[config.mk]
export PLATFORM = sky130hd
export DESIGN_NAME = vrc_mem_arbiter_flat
export DESIGN_NICKNAME = d
export VERILOG_FILES = /design/src/rtl/vrc_mem_pkg.sv /design/src/rtl/vrc_mem_arbiter_if.sv /design/src/rtl/vrc_mem_prio.sv /design/src/rtl/vrc_mem_arbiter.sv /design/src/flat_wrapper.sv
export SDC_FILE = /design/constraint.sdc
export NUM_CORES = 1
export LEC_CHECK = 0
export ABC_CLOCK_PERIOD_IN_PS = 4790
export CELL_PAD_IN_SITES_DETAIL_PLACEMENT = 0
export CELL_PAD_IN_SITES_GLOBAL_PLACEMENT = 1
export CORE_UTILIZATION = 34
export CTS_BUF_LIST = sky130_fd_sc_hd__clkbuf_4 sky130_fd_sc_hd__clkbuf_8
export CTS_CLUSTER_SIZE = 24
export DETAILED_ROUTE_END_ITERATION = 8
export GPL_ROUTABILITY_DRIVEN = 0
export PLACE_DENSITY = 0.85
export RECOVER_POWER = 100
export SLEW_MARGIN = 10
export SYNTH_ARGS = -nofsm -noshare
export SYNTH_HDL_FRONTEND = slang
export SYNTH_SLANG_ARGS = --single-unit
[constraint.sdc]
create_clock -name clk -period 4.79 [get_ports clk]
set_clock_uncertainty 0.05 [all_clocks]
set_input_delay 0.958 -clock clk [delete_from_list [all_inputs] [get_ports clk]]
set_output_delay 0.958 -clock clk [all_outputs]
set_load 0.01 [all_outputs]
[src/rtl/vrc_mem_pkg.sv]
// Shared types for the VRC cartridge memory arbiter: FSM states, request owners
// and the latched memory command.
package vrc_mem_pkg;

  localparam int CMD_ADDR_BITS = 24;

  typedef enum logic [1:0] {
    IDLE  = 2'd0,
    ISSUE = 2'd1,
    WAIT  = 2'd2
  } state_t;

  // Owner values double as bit positions in the one-hot grant vector.
  typedef enum logic [1:0] {
    OWN_CHR = 2'd0,
    OWN_PRG = 2'd1,
    OWN_REF = 2'd2
  } owner_t;

  typedef struct packed {
    logic [CMD_ADDR_BITS-1:0] addr;
    logic                     we;
    logic [7:0]               wdata;
    logic                     refresh;
  } mem_cmd_t;

  function automatic owner_t grant_owner(input logic [2:0] grant);
    if (grant[OWN_PRG])      return OWN_PRG;
    else if (grant[OWN_REF]) return OWN_REF;
    else                     return OWN_CHR;
  endfunction

endpackage

[src/rtl/vrc_mem_arbiter_if.sv]
// Requester and memory-controller signals of the VRC memory arbiter.
// The slave modport is the arbiter's view; master is the surrounding system.
interface vrc_mem_arbiter_if
  import vrc_mem_pkg::*;
#(
  parameter int ADDR_BITS = CMD_ADDR_BITS
);
  logic                 chr_req;
  logic [ADDR_BITS-1:0] chr_addr;
  logic                 chr_we;
  logic [7:0]           chr_wdata;
  logic                 chr_ack;
  logic [7:0]           chr_rdata;

  logic                 prg_req;
  logic [ADDR_BITS-1:0] prg_addr;
  logic                 prg_we;
  logic [7:0]           prg_wdata;
  logic                 prg_ack;
  logic [7:0]           prg_rdata;

  logic                 ref_tick;

  logic                 mem_valid;
  logic                 mem_ready;
  logic                 mem_refresh;
  logic [ADDR_BITS-1:0] mem_addr;
  logic                 mem_we;
  logic [7:0]           mem_wdata;
  logic                 mem_done;
  logic [7:0]           mem_rdata;

  modport slave (
    input  chr_req, chr_addr, chr_we, chr_wdata,
    output chr_ack, chr_rdata,
    input  prg_req, prg_addr, prg_we, prg_wdata,
    output prg_ack, prg_rdata,
    input  ref_tick,
    output mem_valid, mem_refresh, mem_addr, mem_we, mem_wdata,
    input  mem_ready, mem_done, mem_rdata
  );

  modport master (
    output chr_req, chr_addr, chr_we, chr_wdata,
    input  chr_ack, chr_rdata,
    output prg_req, prg_addr, prg_we, prg_wdata,
    input  prg_ack, prg_rdata,
    output ref_tick,
    input  mem_valid, mem_refresh, mem_addr, mem_we, mem_wdata,
    output mem_ready, mem_done, mem_rdata
  );
endinterface

[src/rtl/vrc_mem_prio.sv]
// Combinational priority selector: urgent refresh, starved PRG, CHR,
// pending refresh, PRG. Produces a one-hot grant indexed by owner_t.
module vrc_mem_prio
  import vrc_mem_pkg::*;
#(
  parameter int MAX_WAIT = 15,
  parameter int REF_MAX  = 4,
  parameter int WAIT_W   = 4,
  parameter int REF_W    = 3
) (
  input  logic              i_chr_req,
  input  logic              i_prg_req,
  input  logic [REF_W-1:0]  i_ref_pend,
  input  logic [WAIT_W-1:0] i_wait_cnt,
  output logic [2:0]        o_grant
);

  // NOTE: o_grant is cleared before the if-chain so every path assigns it and no latch is inferred.
  always_comb begin
    o_grant = '0;
    if (i_ref_pend == REF_W'(REF_MAX))
      o_grant[OWN_REF] = 1'b1;
    else if (i_prg_req && i_wait_cnt == WAIT_W'(MAX_WAIT))
      o_grant[OWN_PRG] = 1'b1;
    else if (i_chr_req)
      o_grant[OWN_CHR] = 1'b1;
    else if (i_ref_pend != '0)
      o_grant[OWN_REF] = 1'b1;
    else if (i_prg_req)
      o_grant[OWN_PRG] = 1'b1;
  end

endmodule

[src/rtl/vrc_mem_arbiter.sv]
// Time-shares one cartridge memory port between PPU CHR fetch, CPU PRG fetch and
// refresh, one transaction at a time, with PRG starvation guard and refresh escalation.
module vrc_mem_arbiter
  import vrc_mem_pkg::*;
#(
  parameter int ADDR_BITS = CMD_ADDR_BITS,
  parameter int MAX_WAIT  = 15,
  parameter int REF_MAX   = 4
) (
  input logic               clk,
  input logic               reset_n,
  vrc_mem_arbiter_if.slave  bus
);

  localparam int WAIT_W = $clog2(MAX_WAIT + 1);
  localparam int REF_W  = $clog2(REF_MAX + 1);

  state_t            r_state;
  state_t            w_state_nxt;
  owner_t            r_owner;
  owner_t            w_winner;
  mem_cmd_t          r_cmd;
  mem_cmd_t          w_cmd_sel;
  logic [WAIT_W-1:0] r_wait_cnt;
  logic [REF_W-1:0]  r_ref_pend;
  logic              r_chr_ack;
  logic              r_prg_ack;
  logic [7:0]        r_chr_rdata;
  logic [7:0]        r_prg_rdata;
  logic [2:0]        w_grant;
  logic              w_mem_valid;
  logic              w_decide;
  logic              w_accept;
  logic              w_done;
  logic              w_ref_acc;

  vrc_mem_prio #(
    .MAX_WAIT (MAX_WAIT),
    .REF_MAX  (REF_MAX),
    .WAIT_W   (WAIT_W),
    .REF_W    (REF_W)
  ) u_prio (
    .i_chr_req  (bus.chr_req),
    .i_prg_req  (bus.prg_req),
    .i_ref_pend (r_ref_pend),
    .i_wait_cnt (r_wait_cnt),
    .o_grant    (w_grant)
  );

  // NOTE: sequential state uses non-blocking assignments so every register samples pre-edge values.
  always_ff @(posedge clk or negedge reset_n) begin
    if (!reset_n) r_state <= IDLE;
    else          r_state <= w_state_nxt;
  end

  always_comb begin
    w_state_nxt = r_state;
    w_mem_valid = 1'b0;
    case (r_state)
      IDLE:    if (|w_grant) w_state_nxt = ISSUE;
      ISSUE: begin
        w_mem_valid = 1'b1;
        if (bus.mem_ready) w_state_nxt = WAIT;
      end
      WAIT:    if (bus.mem_done) w_state_nxt = IDLE;
      default: w_state_nxt = IDLE;
    endcase
  end

  assign w_decide  = (r_state == IDLE) && (|w_grant);
  assign w_accept  = w_mem_valid && bus.mem_ready;
  assign w_done    = (r_state == WAIT) && bus.mem_done;
  assign w_ref_acc = w_accept && r_cmd.refresh;

  // Refresh commands carry no address or data; those fields are left at zero.
  always_comb begin
    w_cmd_sel = '0;
    w_winner  = grant_owner(w_grant);
    case (w_winner)
      OWN_CHR: begin
        w_cmd_sel.addr  = CMD_ADDR_BITS'(bus.chr_addr);
        w_cmd_sel.we    = bus.chr_we;
        w_cmd_sel.wdata = bus.chr_wdata;
      end
      OWN_PRG: begin
        w_cmd_sel.addr  = CMD_ADDR_BITS'(bus.prg_addr);
        w_cmd_sel.we    = bus.prg_we;
        w_cmd_sel.wdata = bus.prg_wdata;
      end
      OWN_REF: w_cmd_sel.refresh = 1'b1;
      default: w_cmd_sel = '0;
    endcase
  end

  always_ff @(posedge clk or negedge reset_n) begin
    if (!reset_n) begin
      r_owner     <= OWN_CHR;
      r_cmd       <= '0;
      r_wait_cnt  <= '0;
      r_ref_pend  <= '0;
      r_chr_ack   <= 1'b0;
      r_prg_ack   <= 1'b0;
      r_chr_rdata <= '0;
      r_prg_rdata <= '0;
    end else begin
      r_chr_ack <= 1'b0;
      r_prg_ack <= 1'b0;

      if (w_decide) begin
        r_owner <= w_winner;
        r_cmd   <= w_cmd_sel;
      end

      if (r_state == IDLE) begin
        if (bus.prg_req && !w_grant[OWN_PRG]) begin
          if (r_wait_cnt != WAIT_W'(MAX_WAIT)) r_wait_cnt <= r_wait_cnt + WAIT_W'(1);
        end else begin
          r_wait_cnt <= '0;
        end
      end

      // A tick landing on the same edge as a refresh accept cancels out.
      if (bus.ref_tick && !w_ref_acc) begin
        if (r_ref_pend != REF_W'(REF_MAX)) r_ref_pend <= r_ref_pend + REF_W'(1);
      end else if (!bus.ref_tick && w_ref_acc) begin
        r_ref_pend <= r_ref_pend - REF_W'(1);
      end

      if (w_done) begin
        if (r_owner == OWN_CHR) begin
          r_chr_ack   <= 1'b1;
          r_chr_rdata <= bus.mem_rdata;
        end else if (r_owner == OWN_PRG) begin
          r_prg_ack   <= 1'b1;
          r_prg_rdata <= bus.mem_rdata;
        end
      end
    end
  end

  assign bus.mem_valid   = w_mem_valid;
  assign bus.mem_refresh = r_cmd.refresh;
  assign bus.mem_addr    = ADDR_BITS'(r_cmd.addr);
  assign bus.mem_we      = r_cmd.we;
  assign bus.mem_wdata   = r_cmd.wdata;
  assign bus.chr_ack     = r_chr_ack;
  assign bus.chr_rdata   = r_chr_rdata;
  assign bus.prg_ack     = r_prg_ack;
  assign bus.prg_rdata   = r_prg_rdata;

endmodule

[src/flat_wrapper.sv]
// flat-port wrapper written by rule: the top's interface ports become plain ports
module vrc_mem_arbiter_flat import vrc_mem_pkg::*;
#(
  parameter int ADDR_BITS = CMD_ADDR_BITS,
  parameter int MAX_WAIT  = 15,
  parameter int REF_MAX   = 4
)
  (clk, reset_n, bus_chr_req, bus_chr_addr, bus_chr_we, bus_chr_wdata, bus_chr_ack, bus_chr_rdata, bus_prg_req, bus_prg_addr, bus_prg_we, bus_prg_wdata, bus_prg_ack, bus_prg_rdata, bus_ref_tick, bus_mem_valid, bus_mem_refresh, bus_mem_addr, bus_mem_we, bus_mem_wdata, bus_mem_ready, bus_mem_done, bus_mem_rdata);
  vrc_mem_arbiter_if #(.ADDR_BITS(ADDR_BITS)) bus_i ();
  input logic clk;
  input logic reset_n;
  input wire logic [$bits(bus_i.chr_req)-1:0] bus_chr_req;
  input wire logic [$bits(bus_i.chr_addr)-1:0] bus_chr_addr;
  input wire logic [$bits(bus_i.chr_we)-1:0] bus_chr_we;
  input wire logic [$bits(bus_i.chr_wdata)-1:0] bus_chr_wdata;
  output wire logic [$bits(bus_i.chr_ack)-1:0] bus_chr_ack;
  output wire logic [$bits(bus_i.chr_rdata)-1:0] bus_chr_rdata;
  input wire logic [$bits(bus_i.prg_req)-1:0] bus_prg_req;
  input wire logic [$bits(bus_i.prg_addr)-1:0] bus_prg_addr;
  input wire logic [$bits(bus_i.prg_we)-1:0] bus_prg_we;
  input wire logic [$bits(bus_i.prg_wdata)-1:0] bus_prg_wdata;
  output wire logic [$bits(bus_i.prg_ack)-1:0] bus_prg_ack;
  output wire logic [$bits(bus_i.prg_rdata)-1:0] bus_prg_rdata;
  input wire logic [$bits(bus_i.ref_tick)-1:0] bus_ref_tick;
  output wire logic [$bits(bus_i.mem_valid)-1:0] bus_mem_valid;
  output wire logic [$bits(bus_i.mem_refresh)-1:0] bus_mem_refresh;
  output wire logic [$bits(bus_i.mem_addr)-1:0] bus_mem_addr;
  output wire logic [$bits(bus_i.mem_we)-1:0] bus_mem_we;
  output wire logic [$bits(bus_i.mem_wdata)-1:0] bus_mem_wdata;
  input wire logic [$bits(bus_i.mem_ready)-1:0] bus_mem_ready;
  input wire logic [$bits(bus_i.mem_done)-1:0] bus_mem_done;
  input wire logic [$bits(bus_i.mem_rdata)-1:0] bus_mem_rdata;
  assign bus_i.chr_req = bus_chr_req;
  assign bus_i.chr_addr = bus_chr_addr;
  assign bus_i.chr_we = bus_chr_we;
  assign bus_i.chr_wdata = bus_chr_wdata;
  assign bus_chr_ack = bus_i.chr_ack;
  assign bus_chr_rdata = bus_i.chr_rdata;
  assign bus_i.prg_req = bus_prg_req;
  assign bus_i.prg_addr = bus_prg_addr;
  assign bus_i.prg_we = bus_prg_we;
  assign bus_i.prg_wdata = bus_prg_wdata;
  assign bus_prg_ack = bus_i.prg_ack;
  assign bus_prg_rdata = bus_i.prg_rdata;
  assign bus_i.ref_tick = bus_ref_tick;
  assign bus_mem_valid = bus_i.mem_valid;
  assign bus_mem_refresh = bus_i.mem_refresh;
  assign bus_mem_addr = bus_i.mem_addr;
  assign bus_mem_we = bus_i.mem_we;
  assign bus_mem_wdata = bus_i.mem_wdata;
  assign bus_i.mem_ready = bus_mem_ready;
  assign bus_i.mem_done = bus_mem_done;
  assign bus_i.mem_rdata = bus_mem_rdata;
  vrc_mem_arbiter #(.ADDR_BITS(ADDR_BITS), .MAX_WAIT(MAX_WAIT), .REF_MAX(REF_MAX)) u_core (.clk(clk), .reset_n(reset_n), .bus(bus_i));
endmodule
==> metrics.md <==
| Metric | Value |
|---|---|
| Status | finished with violations |
| Failing checks | max-capacitance violations, max-slew violations |
| CP Launch Type | input pin |
| Final setup fails | 0 |
| Peak VDD IR | 297 uV |
| CTS root buf | clkbuf_8 |
| Ant. Diodes | 0 |
| Util after Layout | 56.6% |
| Least-Margin Pin Slew | 1.63 ns |
| Synth Area per Inst | 12.6 um^2 |
| Starting Density | around 36% |
| Synth cell types | between 40 and 50 |
| PostCTS Resize Cnt | 0 |
| Vias/cell | 4.89 |
| Pwr/cell area | about 520 nW/um^2 |
| Vias in the first global route | around 2.3k |
| Fillers | ~670 |
| Hold_ws | around 0.43 ns |
| #FFs+latches synth | just over 60 |
| Initial antenna violation count | 0 |
| Hold Crit Class | in -> async |
| CP Capture Type | flop |
| Area grow syn2layout | 57.9% |
| Final worst slack | ~1.4 ns |
| # rows | 32 |
| NumNets Final | roughly 440 |
| Setup_tns | 0 ns |
| Total wire length | 7000 um |
| Reg2Reg Depth | 5 |
| Clk slew on worst S/H paths | roughly 0.070 ns |
| Max-slew headroom | -8.80% |
| Share of layout cells above drive strength 1 | 11.2% |
| Crit Path Max Fanout | 36 |
| GRT Overall Usage | between 10% and 20% |
| Initial detailed-routing violation count | 89 |
| Synthesized instance count | 225 |
| Placed wire-length estimate | 4970 um |
| Final hold vios | 0 |
| Vias | 2,290 |
| Postcts setup bufs | 0 |
| Max Slew Vio Count | 37 |
| Post-DRT Antenna Nets | 0 |
| Multi-input logic area | 1200 um^2 |
| Inserted Clock Buffers | 9 |
| Fmax | 0.297 GHz |
| Chip height | 93.2 um |
| Post-Place Cell Area | around 4200 um^2 |
| Chip width | 93.2 um |
| MaxCap Viol Count | 1 |
| Cts hold-fix bufs | 0 |
| Drt pass-1 iters | 4 |
| H-tree depth | 3 |
| Post-synthesis sequential area ratio | 54.9% |
| Full die area | 8680 um^2 |
| Fin area | 4460 um^2 |
| Avg WL per Cell | between 10 and 15 um |
| CTS tree | done |
| # DRC | 0 |
| Syn. warnings | 0 |
| Clk buf depth | 2 |
| Core Footprint | 7890 um^2 |
| CP Class | in -> reg |
| Min Tclk post-route | ~3.4 ns |
| Leakage | a little over 2 nW |
| Largest net degree at the start of global routing | 58 |
| Arr. time, crit path | 3.44 ns |
| Global-route wire length before repair | 11,300 um |
| Syn Nets | between 300 and 400 |
| GRT overflow | 0 |
| Clock latency on the worst-skew pair | between 0.3 and 0.4 ns |
| Unrepaired setup endpoints after global routing | no |
| Ports | 134 |
| Place WS | 1.49 ns |
| Clock Sinks | 62 |
| Cell Area, Synth | about 2800 um^2 |
| Tcrit/Tclk final | 70.3% |
| Worst EP required | between 4 and 5 ns |
| Register area | 1550 um^2 |
| I/O Buffers | 133 |
==> cells in the final DEF (no fill, tap or decap), drive strengths merged, types with 2 or more instances in the layout <==
cell type	instances
inv	5
o2bb2ai	11
nor3	3
nand2	9
a21oi	2
nand3	2
or2	2
bufinv	2
clkbuf	11
dfrtp	62
dlygate4sd3	57
nor3b	2
mux2	17
o311ai	2
clkdlybuf4s50	75
mux2i	11
o21ai	6
clkinv	2
and2	33
nor2b	2
clkinvlp	2
nand4	2
buf	2
nor2	3
a221o	22
==> where the power goes <==
group          leakage, nW  internal [mW]  switching [mW]
Clock                0.106          0.294           0.212
Combinational         1.15          0.521           0.427
Sequential           0.809          0.723           0.146
Total                 2.06           1.54           0.786
==> metal layers <==
metal  vias up  track usage (%)  part of all wire (%)  wire, um
li1       1117                -                     -         -
met5         -                0                     0         0
met4         0             6.92                   1.2        81
met3         8             5.20                   8.7       609
met1      1072             21.2                    43      3030
met2        93             27.0                    47      3290
==> synth_stat cells <==
cell	count	area (um^2)
nand4b_1	1	8.76
buf_6	2	22.5
dfrtp_1	62	1550
nand2_1	9	33.8
mux2_2	17	191
or4_1	1	7.51
ha_1	1	12.5
a21oi_1	1	5.00
a211o_1	1	8.76
and3_1	1	6.26
o21ai_0	6	30.0
nand3_1	2	10.0
a221o_1	22	220
a21oi_2	1	8.76
xor2_1	1	8.76
nor4_4	1	21.3
a21o_1	1	7.51
o211ai_1	1	7.51
o21bai_1	1	7.51
clkbuf_1	2	7.51
or3b_1	1	8.76
and2_0	22	138
nor4bb_1	1	10.0
a22o_1	1	8.76
o311ai_0	2	17.5
and4_1	1	8.76
buf_2	7	35.0
nand2b_1	1	6.26
nor3b_1	2	15.0
and4b_4	1	13.8
o2bb2ai_1	11	96.3
o22ai_1	1	6.26
a21boi_0	1	7.51
nor2_1	3	11.3
nand4_1	2	12.5
and2_1	11	68.8
fa_1	1	20.0
or2_2	2	12.5
nor2b_1	2	12.5
inv_1	4	15.0
mux2i_1	11	110
nor3_1	3	15.0
==> logic make-up after synthesis <==
group | share of synthesized area, %
AND/OR/NAND/NOR | 14.9
buffers and inverters | 2.83
adder cells (fa/ha/maj) | 1.15
multiplexers | 10.7
XOR/XNOR | 0.310
AO/OA/AOI/OAI | 15.3
flip-flops | 54.9
==> sequential cells by signal, indices dropped and copies added (netlist names) <==
register / count
u_core.bus.mem_addr: 24
u_core.bus.chr_rdata: 8
u_core.bus.mem_wdata: 8
u_core.bus.prg_rdata: 8
u_core.r_wait_cnt: 4
u_core.r_ref_pend: 3
u_core.r_owner: 2
u_core.r_state: 2
u_core.bus.chr_ack: 1
u_core.bus.mem_we: 1
u_core.bus.prg_ack: 1
==> final cells by class <==
type,instances,share of cell area [%]
Timing Repair Buffer,136,30.1
Clock inverter,7,2.19
Inverter,4,0.337
Tap cell,102,2.86
Sequential cell,62,34.8
Multi-Input combinational cell,148,26.9
Clock buffer,9,2.78
==> critical path, cell delays in order <==
cell and delay, ns:
dlygate4sd3_1 0.60, nor3_1 0.31, nand2_1 0.09, nand2_1 0.08
clkbuf_1 1.17, o21ai_0 0.25
==> path summary, 6_finish.rpt <==
path                                    startpoint                 endpoint  slack (ns)
setup / recovery                       bus_chr_req        u_core.r_state[0]        1.42
hold / removal                             reset_n  u_core.bus.prg_rdata[1]        0.43
setup reg to reg              u_core.r_ref_pend[0]        u_core.r_state[0]        2.09
hold reg to reg            u_core.bus.mem_addr[16]  u_core.bus.mem_addr[16]        0.43
max in group asynchronous                  reset_n  u_core.bus.mem_wdata[1]        3.24
min in group clk           u_core.bus.mem_addr[16]  u_core.bus.mem_addr[16]        0.43
==> metrics by stage <==
stage | power, mW | cells
2_1_floorplan | 1.39 | 225
3_3_place_gp | 1.89 | 452
3_5_place_dp | 1.91 | 452
4_1_cts | 2.43 | 468
5_1_grt | 2.48 | 468
6_report | 2.32 | 468
(Power assumes the default switching activity.)
